**src/rtl/mc_ctrl_pkg.sv**
```systemverilog
`default_nettype none
// ============================================================================
// Module      : mc_ctrl_pkg
// Description : Opcodes, FSM state encoding and the control word type for the
//               multicycle control unit.
// Revision    : 1.0
// ============================================================================
package mc_ctrl_pkg;

    localparam logic [5:0] OP_RTYPE = 6'h00;
    localparam logic [5:0] OP_LW    = 6'h23;
    localparam logic [5:0] OP_SW    = 6'h2B;
    localparam logic [5:0] OP_BEQ   = 6'h04;
    localparam logic [5:0] OP_J     = 6'h02;
    localparam logic [5:0] OP_ADDI  = 6'h08;

    localparam logic [1:0] ALUOP_ADD   = 2'b00;
    localparam logic [1:0] ALUOP_SUB   = 2'b01;
    localparam logic [1:0] ALUOP_FUNCT = 2'b10;

    localparam logic [1:0] ALUB_REG     = 2'b00;
    localparam logic [1:0] ALUB_FOUR    = 2'b01;
    localparam logic [1:0] ALUB_IMM     = 2'b10;
    localparam logic [1:0] ALUB_IMM_SH2 = 2'b11;

    localparam logic [1:0] PCSRC_ALU    = 2'b00;
    localparam logic [1:0] PCSRC_ALUOUT = 2'b01;
    localparam logic [1:0] PCSRC_JUMP   = 2'b10;

    typedef enum logic [3:0] {
        ST_FETCH    = 4'd0,
        ST_DECODE   = 4'd1,
        ST_MEM_ADDR = 4'd2,
        ST_MEM_RD   = 4'd3,
        ST_MEM_WB   = 4'd4,
        ST_MEM_WR   = 4'd5,
        ST_R_EXEC   = 4'd6,
        ST_R_WB     = 4'd7,
        ST_I_EXEC   = 4'd8,
        ST_I_WB     = 4'd9,
        ST_BRANCH   = 4'd10,
        ST_JUMP     = 4'd11,
        ST_TRAP     = 4'd12
    } state_t;

    typedef struct packed {
        logic       pc_write;
        logic       pc_write_cond;
        logic       i_or_d;
        logic       mem_read;
        logic       mem_write;
        logic       ir_write;
        logic       mem_to_reg;
        logic       reg_dst;
        logic       reg_write;
        logic       alu_src_a;
        logic [1:0] alu_src_b;
        logic [1:0] alu_op;
        logic [1:0] pc_source;
    } ctrl_t;

endpackage : mc_ctrl_pkg
`default_nettype wire

```
**src/rtl/mc_ctrl_if.sv**
```systemverilog
`default_nettype none
// ============================================================================
// Module      : mc_ctrl_if
// Description : Control-unit <-> datapath bundle: IR opcode and memory ready in,
//               datapath enables, mux selects and status out.
// Revision    : 1.0
// ============================================================================
interface mc_ctrl_if #(
    parameter int COUNT_W = 32
);
    logic [5:0]         opcode;
    logic               mem_ready;
    logic               pc_write;
    logic               pc_write_cond;
    logic               i_or_d;
    logic               mem_read;
    logic               mem_write;
    logic               ir_write;
    logic               mem_to_reg;
    logic               reg_dst;
    logic               reg_write;
    logic               alu_src_a;
    logic [1:0]         alu_src_b;
    logic [1:0]         alu_op;
    logic [1:0]         pc_source;
    logic               illegal_op;
    logic [COUNT_W-1:0] instr_count;

    modport master (
        input  opcode, mem_ready,
        output pc_write, pc_write_cond, i_or_d, mem_read, mem_write, ir_write,
               mem_to_reg, reg_dst, reg_write, alu_src_a, alu_src_b, alu_op,
               pc_source, illegal_op, instr_count
    );

    modport slave (
        output opcode, mem_ready,
        input  pc_write, pc_write_cond, i_or_d, mem_read, mem_write, ir_write,
               mem_to_reg, reg_dst, reg_write, alu_src_a, alu_src_b, alu_op,
               pc_source, illegal_op, instr_count
    );
endinterface : mc_ctrl_if
`default_nettype wire

```
**src/rtl/mc_ctrl_decode.sv**
```systemverilog
`default_nettype none
// ============================================================================
// Module      : mc_ctrl_decode
// Description : Combinational state (+ memory ready) to control word decode.
// Revision    : 1.0
// ============================================================================
module mc_ctrl_decode
    import mc_ctrl_pkg::*;
(
    input  state_t i_state,
    input  logic   i_mem_ready,
    output ctrl_t  o_ctrl
);

    always_comb begin
        o_ctrl = '0;
        case (i_state)
            ST_FETCH: begin
                o_ctrl.mem_read  = 1'b1;
                o_ctrl.alu_src_b = ALUB_FOUR;
                // IR and PC only commit once the instruction word is actually returned
                o_ctrl.ir_write  = i_mem_ready;
                o_ctrl.pc_write  = i_mem_ready;
            end
            ST_DECODE: begin
                o_ctrl.alu_src_b = ALUB_IMM_SH2;
            end
            ST_MEM_ADDR: begin
                o_ctrl.alu_src_a = 1'b1;
                o_ctrl.alu_src_b = ALUB_IMM;
            end
            ST_MEM_RD: begin
                o_ctrl.mem_read = 1'b1;
                o_ctrl.i_or_d   = 1'b1;
            end
            ST_MEM_WB: begin
                o_ctrl.reg_write  = 1'b1;
                o_ctrl.mem_to_reg = 1'b1;
            end
            ST_MEM_WR: begin
                o_ctrl.i_or_d    = 1'b1;
                o_ctrl.mem_write = i_mem_ready;
            end
            ST_R_EXEC: begin
                o_ctrl.alu_src_a = 1'b1;
                o_ctrl.alu_op    = ALUOP_FUNCT;
            end
            ST_R_WB: begin
                o_ctrl.reg_write = 1'b1;
                o_ctrl.reg_dst   = 1'b1;
            end
            ST_I_EXEC: begin
                o_ctrl.alu_src_a = 1'b1;
                o_ctrl.alu_src_b = ALUB_IMM;
            end
            ST_I_WB: begin
                o_ctrl.reg_write = 1'b1;
            end
            ST_BRANCH: begin
                o_ctrl.alu_src_a     = 1'b1;
                o_ctrl.alu_op        = ALUOP_SUB;
                o_ctrl.pc_write_cond = 1'b1;
                o_ctrl.pc_source     = PCSRC_ALUOUT;
            end
            ST_JUMP: begin
                o_ctrl.pc_write  = 1'b1;
                o_ctrl.pc_source = PCSRC_JUMP;
            end
            default: o_ctrl = '0;
        endcase
    end

endmodule : mc_ctrl_decode
`default_nettype wire

```
**src/rtl/mc_control_unit.sv**
```systemverilog
`default_nettype none
// ============================================================================
// Module      : mc_control_unit
// Description : Multicycle processor control FSM with wait-state stalls,
//               retired-instruction counter and sticky illegal-opcode flag.
// Revision    : 1.0
// ============================================================================
module mc_control_unit
    import mc_ctrl_pkg::*;
#(
    parameter int COUNT_W     = 32,
    parameter bit MEM_WAIT_EN = 1'b1
)(
    input  wire logic  clk,
    input  wire logic  rst,
    mc_ctrl_if.master  bus
);

    state_t             r_state;
    state_t             w_next;
    logic [COUNT_W-1:0] r_count;
    logic               r_illegal;
    logic               w_ready;
    ctrl_t              w_ctrl;

    generate
        if (MEM_WAIT_EN) begin : g_mem_wait
            assign w_ready = bus.mem_ready;
        end else begin : g_no_wait
            assign w_ready = 1'b1;
        end
    endgenerate

    always_ff @(posedge clk) begin
        if (rst) begin
            r_state   <= ST_FETCH;
            r_count   <= '0;
            r_illegal <= 1'b0;
        end else begin
            r_state <= w_next;
            // an instruction retires when control returns to FETCH from elsewhere
            if (r_state != ST_FETCH && w_next == ST_FETCH)
                r_count <= r_count + 1'b1;
            if (w_next == ST_TRAP)
                r_illegal <= 1'b1;
        end
    end

    always_comb begin
        w_next = r_state;
        case (r_state)
            ST_FETCH:    w_next = w_ready ? ST_DECODE : ST_FETCH;
            ST_DECODE: begin
                case (bus.opcode)
                    OP_LW, OP_SW: w_next = ST_MEM_ADDR;
                    OP_RTYPE:     w_next = ST_R_EXEC;
                    OP_BEQ:       w_next = ST_BRANCH;
                    OP_J:         w_next = ST_JUMP;
                    OP_ADDI:      w_next = ST_I_EXEC;
                    default:      w_next = ST_TRAP;
                endcase
            end
            ST_MEM_ADDR: w_next = (bus.opcode == OP_LW) ? ST_MEM_RD : ST_MEM_WR;
            ST_MEM_RD:   w_next = w_ready ? ST_MEM_WB : ST_MEM_RD;
            ST_MEM_WB:   w_next = ST_FETCH;
            ST_MEM_WR:   w_next = w_ready ? ST_FETCH : ST_MEM_WR;
            ST_R_EXEC:   w_next = ST_R_WB;
            ST_R_WB:     w_next = ST_FETCH;
            ST_I_EXEC:   w_next = ST_I_WB;
            ST_I_WB:     w_next = ST_FETCH;
            ST_BRANCH:   w_next = ST_FETCH;
            ST_JUMP:     w_next = ST_FETCH;
            ST_TRAP:     w_next = ST_TRAP;
            default:     w_next = ST_FETCH;
        endcase
    end

    mc_ctrl_decode u_decode (
        .i_state     (r_state),
        .i_mem_ready (w_ready),
        .o_ctrl      (w_ctrl)
    );

    // Enables are suppressed during reset so no write escapes from a stale state
    assign bus.pc_write      = w_ctrl.pc_write      & ~rst;
    assign bus.pc_write_cond = w_ctrl.pc_write_cond & ~rst;
    assign bus.ir_write      = w_ctrl.ir_write      & ~rst;
    assign bus.mem_read      = w_ctrl.mem_read      & ~rst;
    assign bus.mem_write     = w_ctrl.mem_write     & ~rst;
    assign bus.reg_write     = w_ctrl.reg_write     & ~rst;
    assign bus.i_or_d        = w_ctrl.i_or_d;
    assign bus.mem_to_reg    = w_ctrl.mem_to_reg;
    assign bus.reg_dst       = w_ctrl.reg_dst;
    assign bus.alu_src_a     = w_ctrl.alu_src_a;
    assign bus.alu_src_b     = w_ctrl.alu_src_b;
    assign bus.alu_op        = w_ctrl.alu_op;
    assign bus.pc_source     = w_ctrl.pc_source;
    assign bus.illegal_op    = r_illegal;
    assign bus.instr_count   = r_count;

endmodule : mc_control_unit
`default_nettype wire

```
**src/flat_wrapper.sv**
```systemverilog
// flat-port wrapper written by rule: the top's interface ports become plain ports
module mc_control_unit_flat import mc_ctrl_pkg::*;
#(
    parameter int COUNT_W     = 32,
    parameter bit MEM_WAIT_EN = 1'b1
)
  (clk, rst, bus_opcode, bus_mem_ready, bus_pc_write, bus_pc_write_cond, bus_i_or_d, bus_mem_read, bus_mem_write, bus_ir_write, bus_mem_to_reg, bus_reg_dst, bus_reg_write, bus_alu_src_a, bus_alu_src_b, bus_alu_op, bus_pc_source, bus_illegal_op, bus_instr_count);
  mc_ctrl_if #(.COUNT_W(COUNT_W)) bus_i ();
  input  wire logic clk;
  input  wire logic rst;
  input wire logic [$bits(bus_i.opcode)-1:0] bus_opcode;
  input wire logic [$bits(bus_i.mem_ready)-1:0] bus_mem_ready;
  output wire logic [$bits(bus_i.pc_write)-1:0] bus_pc_write;
  output wire logic [$bits(bus_i.pc_write_cond)-1:0] bus_pc_write_cond;
  output wire logic [$bits(bus_i.i_or_d)-1:0] bus_i_or_d;
  output wire logic [$bits(bus_i.mem_read)-1:0] bus_mem_read;
  output wire logic [$bits(bus_i.mem_write)-1:0] bus_mem_write;
  output wire logic [$bits(bus_i.ir_write)-1:0] bus_ir_write;
  output wire logic [$bits(bus_i.mem_to_reg)-1:0] bus_mem_to_reg;
  output wire logic [$bits(bus_i.reg_dst)-1:0] bus_reg_dst;
  output wire logic [$bits(bus_i.reg_write)-1:0] bus_reg_write;
  output wire logic [$bits(bus_i.alu_src_a)-1:0] bus_alu_src_a;
  output wire logic [$bits(bus_i.alu_src_b)-1:0] bus_alu_src_b;
  output wire logic [$bits(bus_i.alu_op)-1:0] bus_alu_op;
  output wire logic [$bits(bus_i.pc_source)-1:0] bus_pc_source;
  output wire logic [$bits(bus_i.illegal_op)-1:0] bus_illegal_op;
  output wire logic [$bits(bus_i.instr_count)-1:0] bus_instr_count;
  assign bus_i.opcode = bus_opcode;
  assign bus_i.mem_ready = bus_mem_ready;
  assign bus_pc_write = bus_i.pc_write;
  assign bus_pc_write_cond = bus_i.pc_write_cond;
  assign bus_i_or_d = bus_i.i_or_d;
  assign bus_mem_read = bus_i.mem_read;
  assign bus_mem_write = bus_i.mem_write;
  assign bus_ir_write = bus_i.ir_write;
  assign bus_mem_to_reg = bus_i.mem_to_reg;
  assign bus_reg_dst = bus_i.reg_dst;
  assign bus_reg_write = bus_i.reg_write;
  assign bus_alu_src_a = bus_i.alu_src_a;
  assign bus_alu_src_b = bus_i.alu_src_b;
  assign bus_alu_op = bus_i.alu_op;
  assign bus_pc_source = bus_i.pc_source;
  assign bus_illegal_op = bus_i.illegal_op;
  assign bus_instr_count = bus_i.instr_count;
  mc_control_unit #(.COUNT_W(COUNT_W), .MEM_WAIT_EN(MEM_WAIT_EN)) u_core (.clk(clk), .rst(rst), .bus(bus_i));
endmodule
```
**config.mk**
```make
export PLATFORM = sky130hd
export DESIGN_NAME = mc_control_unit_flat
export DESIGN_NICKNAME = d
export VERILOG_FILES = /design/src/rtl/mc_ctrl_pkg.sv /design/src/rtl/mc_ctrl_if.sv /design/src/rtl/mc_ctrl_decode.sv /design/src/rtl/mc_control_unit.sv /design/src/flat_wrapper.sv
export SDC_FILE = /design/constraint.sdc
export NUM_CORES = 1
export LEC_CHECK = 0
export ABC_CLOCK_PERIOD_IN_PS = 2170
export BUFFER_PORTS_ARGS = -buffer_cell sky130_fd_sc_hd__buf_2
export CAP_MARGIN = 20
export CORE_MARGIN = 8
export CORE_UTILIZATION = 48
export DETAILED_ROUTE_END_ITERATION = 7
export PLACE_DENSITY = 0.81
export SLEW_MARGIN = 20
export SYNTH_ARGS = -nofsm -noshare
export SYNTH_HDL_FRONTEND = slang
export SYNTH_SLANG_ARGS = --single-unit
```
**constraint.sdc**
```tcl
create_clock -name clk -period 2.17 [get_ports clk]
set_input_delay 0.217 -clock clk [delete_from_list [all_inputs] [get_ports clk]]
set_output_delay 0.217 -clock clk [all_outputs]
set_load 0.03 [all_outputs]
```
==> impl_results.md, run 1 <==
- Arr. time, crit path: 2.30 ns
- # hold bufs at CTS: 0
- Dpl hpwl: 4210 µm
- Number of remaining DRC errors: 0
- Slew @ Worst Pin: 0.665 ns
- Placed instance area: 0.00267 mm²
- Fin Clk Skew: 0.00580 ns
- Drt first pass iters: 4
- Worst min path class: in -> reg
- WHS Path Cells: 4
- Mapped Area: 0.00223 mm²
- Port bufs: 57
- Non-Filler Cell Area, Final: 0.00278 mm²
- Final Hold Fails: 0
- Largest net degree at the start of global routing: 48
- Clock network power share: 0.323
- Number of max-cap violations: 0
- Post CTS Setup Buffer Count: 0
- Yosys cell types: 44
- Yosys reg bits: 37
- Filler Cells Inserted: 381
- Max Clk Rate: 481 MHz
- Worst vdd ir: 0.000372 V
- Power density over cell area: 626 mW/mm²
- Sequential-to-total area share from yosys stat: 0.333
- Initial DRC Count: 218
- # IOs: 58
- Initial antenna violation count: 0
- Std-Cell Rows: 24
- Layout Nets: 359
- Largest family of logic cells by synthesized area: simple AND/OR/NAND/NOR gates
- Fraction of layout cells with a size suffix above 1: 0.297
- Final ANT Viol Nets: 0
- Full die area: 0.00707 mm²
- Worst Path Class, Setup: reg -> reg
- RSZ-0062 raised after global routing: false
- Synth Net Count: 303
- Critical path endpoint category: register
- First-pass GRT wire length: 9830 µm
- Remaining Overflow, GRT: 0
- Ys async rst share: 0
- Final slew viol count: 0
- Synth Area in Simple Gates: 0.341
- Psw: 572 µW
- Overall routing resource usage: 0.160
- H-Tree Level Count: 2
- Final min period: 2.08 ns
- Status: complete, no violations
- Final Wtd Congestion: 0.848
- Clock transition at path regs: 0.07 ns
- Final setup fails: 0
- CTS tree: yes
- Die width: 84.1 µm
- Vias/cell: 6.01
- Synth Area in Compound Gates: 0.231
- Syn avg cell area: 7.60 µm²
- Req. time, crit path: 2.39 ns
- Worst Path Max Fanout: 14
- Worst R2R Path Depth: 5
- Mapped Cells: 293
- # resized after CTS: 0
- Synth Area in XOR/XNOR: 0.00787
- Routed len/inst: 14.5 µm
- Sequential Power Share: 0.404
- Switching Share: 0.328
- Mux share of post-synthesis cell area: 0.0242
- Clk root buf: clkbuf_8
- Comb pwr share: 0.273
- Total number of vias: 2418
- Yosys warning count: 0
- Leakage: 1.05 nW
- Ant. Diodes: 0
- Vias in the first global route: 2154
- Area Growth Syn to Fin: 25.1%
- P_int: 1.17 mW
- Worst slew margin relative to its limit: 0.553
- Adder-cell share of the synthesized area: 0.00562
- Routed WL: 5830 µm
- Post-synth EDFFs: 0
- Reg2Reg Setup Slack: 0.09 ns
- Max clock buf depth: 2
- Clock latency on the worst-skew pair: 0.28 ns
- Initial Utilization: 0.504
- Cts bufs inserted: 5
- Die H: 84.1 µm
- Final TNS setup: 0 ns
- Top FF cell, synth: dfxtp_1
- CP startpoint kind: register
- Layout Cells excl Fill: 402
- Placeable Area: 0.00441 mm²
- Final Cycle Share: 0.958
- Inst Count DP: 394
- Clock tree sinks: 37
## worst max-delay path, stage by stage (launching register included)
cell and delay, ns:
dfxtp_4 0.37, nand4_1 0.13, or3_1 0.43, or3_4 0.46
or4_1 0.49, a21oi_1 0.14
## routing by layer
| layer | vias to the layer above | global-route usage | part of all wire |
|---|---|---|---|
| met5 | - | 0 | 0 |
| met1 | 1117 | 0.206 | 0.47 |
| met4 | 0 | 0.0455 | 0.0087 |
| met3 | 7 | 0.0469 | 0.056 |
| met2 | 69 | 0.251 | 0.47 |
| li1 | 1225 | - | - |
## cell type report
| class | instances | area, µm² | share of cell area |
|---|---|---|---|
| multi-input cells | 224 | 1380 | 0.497 |
| flip-flops and latches | 37 | 781 | 0.280 |
| repair buffers | 72 | 410 | 0.147 |
| clock buffers | 8 | 111 | 0.0400 |
| well taps | 52 | 65.1 | 0.0234 |
| inverters | 9 | 33.8 | 0.0121 |
## Yosys cell counts (all sizes together), types with 5 or more instances
library cell | count | area [µm²]
nor4 | 5 | 31.3
o21ai | 10 | 50.1
a21oi | 38 | 190
nor2 | 24 | 90.1
nand2 | 22 | 82.6
inv | 9 | 33.8
clkbuf | 19 | 71.3
or4 | 27 | 206
or3 | 10 | 68.8
o31ai | 25 | 188
nand3 | 10 | 50.1
nor3 | 9 | 45.0
nand4 | 6 | 52.6
dfxtp | 37 | 741
## power groups by stage
stage	clock network [mW]	logic, mW	registers, mW
floorplan	0	0.314	0.727
global placement	0	0.469	0.718
detailed placement	0	0.472	0.719
CTS	0.577	0.474	0.703
global route	0.610	0.517	0.707
finish	0.563	0.475	0.704
## cells in the final DEF, fill, tap and decap left out, drive strengths merged, types with 2 or more instances in the layout
master	count
and3	3
nor4	5
dfxtp	37
mux2	3
nor2b	4
clkbuf	8
a221oi	2
o21ai	10
mux2i	2
o21bai	2
nand2	22
nor3	9
nand2b	3
inv	9
or4	27
a21oi	38
or2	2
a31oi	2
or3	10
nand3	10
buf	72
nand4	6
o31ai	25
nor2	24
xnor2	2
## worst paths after layout
kind,start,endpoint
max,u_core.bus.instr_count[9]$_SDFFE_PP0P_,u_core.bus.instr_count[31]$_SDFFE_PP0P_
min,bus_opcode[4],u_core.r_state[1]$_SDFF_PP0_
max reg2reg,u_core.bus.instr_count[9]$_SDFFE_PP0P_,u_core.bus.instr_count[31]$_SDFFE_PP0P_
min reg2reg,u_core.bus.instr_count[31]$_SDFFE_PP0P_,u_core.bus.instr_count[31]$_SDFFE_PP0P_
## cell families after synthesis
group | count (synthesis)
simple gates | 132
compound gates | 84
flops | 37
buf+inv | 32
mux | 5
xor+xnor | 2
fa+ha+maj | 1
## stage by stage
stage          setup WS [ns]  hold WS, ns  power (mW)  utilization
5_1_grt               0.0122        0.315        1.83        0.631
4_1_cts               0.0362        0.292        1.75        0.629
3_3_place_gp           0.101        0.466        1.19        0.604
3_5_place_dp          0.0850        0.473        1.19        0.604
6_report              0.0921        0.305        1.74        0.631
2_1_floorplan        0.00803        0.298        1.04            -
## flip-flops by register name, indices dropped and copies added, names as in the netlist
signal,cells
u_core.bus.instr_count,32
u_core.r_state,4
u_core.bus.illegal_op,1
Note: power is estimated with default switching activity, not from simulation.
==> inputs of run 2 (changes only) <==
--- a/config.mk
+++ b/config.mk
@@ -12,6 +12,7 @@
 export CORE_UTILIZATION = 48
 export DETAILED_ROUTE_END_ITERATION = 7
 export PLACE_DENSITY = 0.81
+export REMOVE_ABC_BUFFERS = 1
 export SLEW_MARGIN = 20
 export SYNTH_ARGS = -nofsm -noshare
 export SYNTH_HDL_FRONTEND = slang
==> constraint.sdc (replaced) <==
create_clock -name clk -period 2.17 [get_ports clk]
set_input_delay 0.217 -clock clk [delete_from_list [all_inputs] [get_ports clk]]
set_output_delay 0.217 -clock clk [all_outputs]
set_load 0.05 [all_outputs]
==> run 2 against run 1 <==
Net effect:
- count of clock-buffer cells in the layout down 1
- non-clock buffer count up 5
- register-to-register slack better by 0.03 ns
- sequential share of layout area down 1.5 points
- routed wire length up 5.5%
- via count up 3.3%
- largest power group unchanged
- largest cell class unchanged
- die area unchanged
- sequential power up 1%
- core utilization up 0.31 points
- total power up 7.2%
- highest routed layer unchanged
==> impl_results.md, run 2 (synthesis results as in run 1) <==
- Final min period: 2.04 ns
- Reg2reg end: u_core.bus.instr_count[26]$_SDFFE_PP0P_
- Post CTS Setup Buffer Count: 0
- Req. time, crit path: 2.40 ns
- P_int: 1.22 mW
- Hold_sp: rst
- Reg2Reg Setup Slack: 0.13 ns
- Clk root buf: clkbuf_8
- Vias in the first global route: 2221
- Arr. time, crit path: 2.27 ns
- Switching Share: 0.344
- Largest net degree at the start of global routing: 56
- # hold bufs at CTS: 0
- CP startpoint kind: register
- Leakage: 1.07 nW
- Final Hold Fails: 0
- Worst Path Max Fanout: 10
- Die width: 84.1 µm
- Number of remaining DRC errors: 0
- Cts bufs inserted: 5
- Non-Filler Cell Area, Final: 0.00280 mm²
- Initial Utilization: 0.504
- Full die area: 0.00707 mm²
- Std-Cell Rows: 24
- Clock latency on the worst-skew pair: 0.29 ns
- Most frequent cells in the layout: buf_2, a21oi_1, dfxtp_1
- Total number of vias: 2499
- Placed instance area: 0.00266 mm²
- Clock network power share: 0.333
- Crit-path max cell delay: 0.48 ns
- Drt first pass iters: 4
- Dpl hpwl: 4380 µm
- Final Cycle Share: 0.942
- Worst r2r src: u_core.bus.instr_count[5]$_SDFFE_PP0P_
- Clock tree sinks: 37
- Fraction of layout cells with a size suffix above 1: 0.282
- WHS Path Cells: 2
- Overall routing resource usage: 0.172
- Worst Path Class, Setup: reg -> reg
- Routed len/inst: 15.1 µm
- Initial DRC Count: 185
- Fin Clk Skew: 0.00599 ns
- Psw: 642 µW
- Number of max-cap violations: 0
- Port bufs: 57
- Worst vdd ir: 0.000427 V
- Max FFs per register: 32
- Slew @ Worst Pin: 0.696 ns
- Worst R2R Path Depth: 5
- Worst slew margin relative to its limit: 0.531
- Comb pwr share: 0.285
- Cell mode on critical path: or3_4
- Final setup fails: 0
- CTS tree: yes
- Routed WL: 6150 µm
- Area Growth Syn to Fin: 25.7%
- Ant. Diodes: 0
- H-Tree Level Count: 2
- Clock transition at path regs: 0.07 ns
- Vias/cell: 6.14
- CP cell instances: nand4_4 > or3_4 > or3_4 > or4_1 > a21oi_1
- Leading cell type in the layout, fill and taps excluded: buf_2
- Die H: 84.1 µm
- Power density over cell area: 667 mW/mm²
- Final ANT Viol Nets: 0
- Final slew viol count: 0
- Remaining Overflow, GRT: 0
- Placeable Area: 0.00441 mm²
- Critical path endpoint category: register
- Sequential Power Share: 0.382
- RSZ-0062 raised after global routing: false
- # IOs: 58
- Status: complete, no violations
- CP max-delay cell: or4_1
- Max clock buf depth: 2
- Hold Slack: 0.254 ns
- Initial antenna violation count: 0
- Worst min path class: in -> reg
- Layout Nets: 364
- First-pass GRT wire length: 10400 µm
- Hold EP: u_core.bus.instr_count[0]$_SDFFE_PP0P_
- Final Wtd Congestion: 0.882
- Max Clk Rate: 489 MHz
-- run 2: changes by cell type in the layout (fill, tap and decap cells not counted) --
| cell | delta |
|---|---|
| nor4_2 | +1 |
| dfxtp_1 | +10 |
| or3_4 | +1 |
| nor4_1 | -1 |
| or3_1 | -1 |
| nor2_2 | -1 |
| bufinv_16 | +1 |
| nor2_1 | +1 |
| buf_4 | +5 |
| dfxtp_4 | -10 |
| clkbuf_16 | -1 |
-- run 2: through the flow --
step / utilization / worst slack, ns / std cells / power, mW / setup TNS (ns)
6_report: 0.634 / 0.126 / 407 / 1.87 / 0
3_5_place_dp: 0.603 / 0.0175 / 399 / 1.26 / 0
5_1_grt: 0.634 / 0.00301 / 407 / 1.96 / 0
4_1_cts: 0.631 / 0.0154 / 407 / 1.87 / 0
2_1_floorplan: - / -2.25 / 270 / 1.07 / -65.65
3_3_place_gp: 0.603 / 0.0519 / 399 / 1.25 / 0
-- run 2: critical path, delay by kind of cell, from the launching register on --
| family | cells | cell delay, ns |
|---|---|---|
| AO/OA/AOI/OAI | 1 | 0.14 |
| flip-flops | 1 | 0.39 |
| AND/OR/NAND/NOR | 4 | 1.45 |
-- run 2: cell type report --
class	instances	area, µm²
Clock inverter	1	30.0
Fill cell	375	1620
Clock buffer	7	86.3
Inverter	9	33.8
Tap cell	52	65.1
Timing Repair Buffer	77	448
Sequential cell	37	743
Multi-Input combinational cell	224	1390
-- run 2: worst max-delay path by stage --
stage	from	to	slack, ns
3_3_place_gp	u_core.bus.instr_count[6]$_SDFFE_PP0P_	u_core.bus.instr_count[26]$_SDFFE_PP0P_	0.05
5_1_grt	u_core.bus.instr_count[22]$_SDFFE_PP0P_	u_core.bus.instr_count[30]$_SDFFE_PP0P_	0.003
2_1_floorplan	u_core.r_state[0]$_SDFF_PP0_	u_core.bus.instr_count[18]$_SDFFE_PP0P_	-2.25
6_report	u_core.bus.instr_count[5]$_SDFFE_PP0P_	u_core.bus.instr_count[26]$_SDFFE_PP0P_	0.13
3_5_place_dp	u_core.bus.instr_count[6]$_SDFFE_PP0P_	u_core.bus.instr_count[26]$_SDFFE_PP0P_	0.02
4_1_cts	u_core.bus.instr_count[6]$_SDFFE_PP0P_	u_core.bus.instr_count[31]$_SDFFE_PP0P_	0.02
-- run 2: power by group through the flow --
stage               Sequential (mW)  Clock, mW  Combinational (mW)
CTS                           0.713      0.629               0.530
finish                        0.713      0.622               0.532
global placement              0.728          0               0.521
global route                  0.716      0.663               0.581
detailed placement            0.729          0               0.529
floorplan                     0.776          0               0.297
-- run 2: repair_timing --
item / CTS / global route
gates resized for setup: 1 / 4
pin swaps: 0 / 1
setup endpoints to repair: 2 / 6
-- run 2: metal layers --
metal	GRT usage	vias up	part of all wire
li1	-	1235	-
met1	0.216	1181	0.44
met2	0.271	77	0.49
met3	0.0605	6	0.059
met4	0.0455	0	0.011
met5	0	-	0
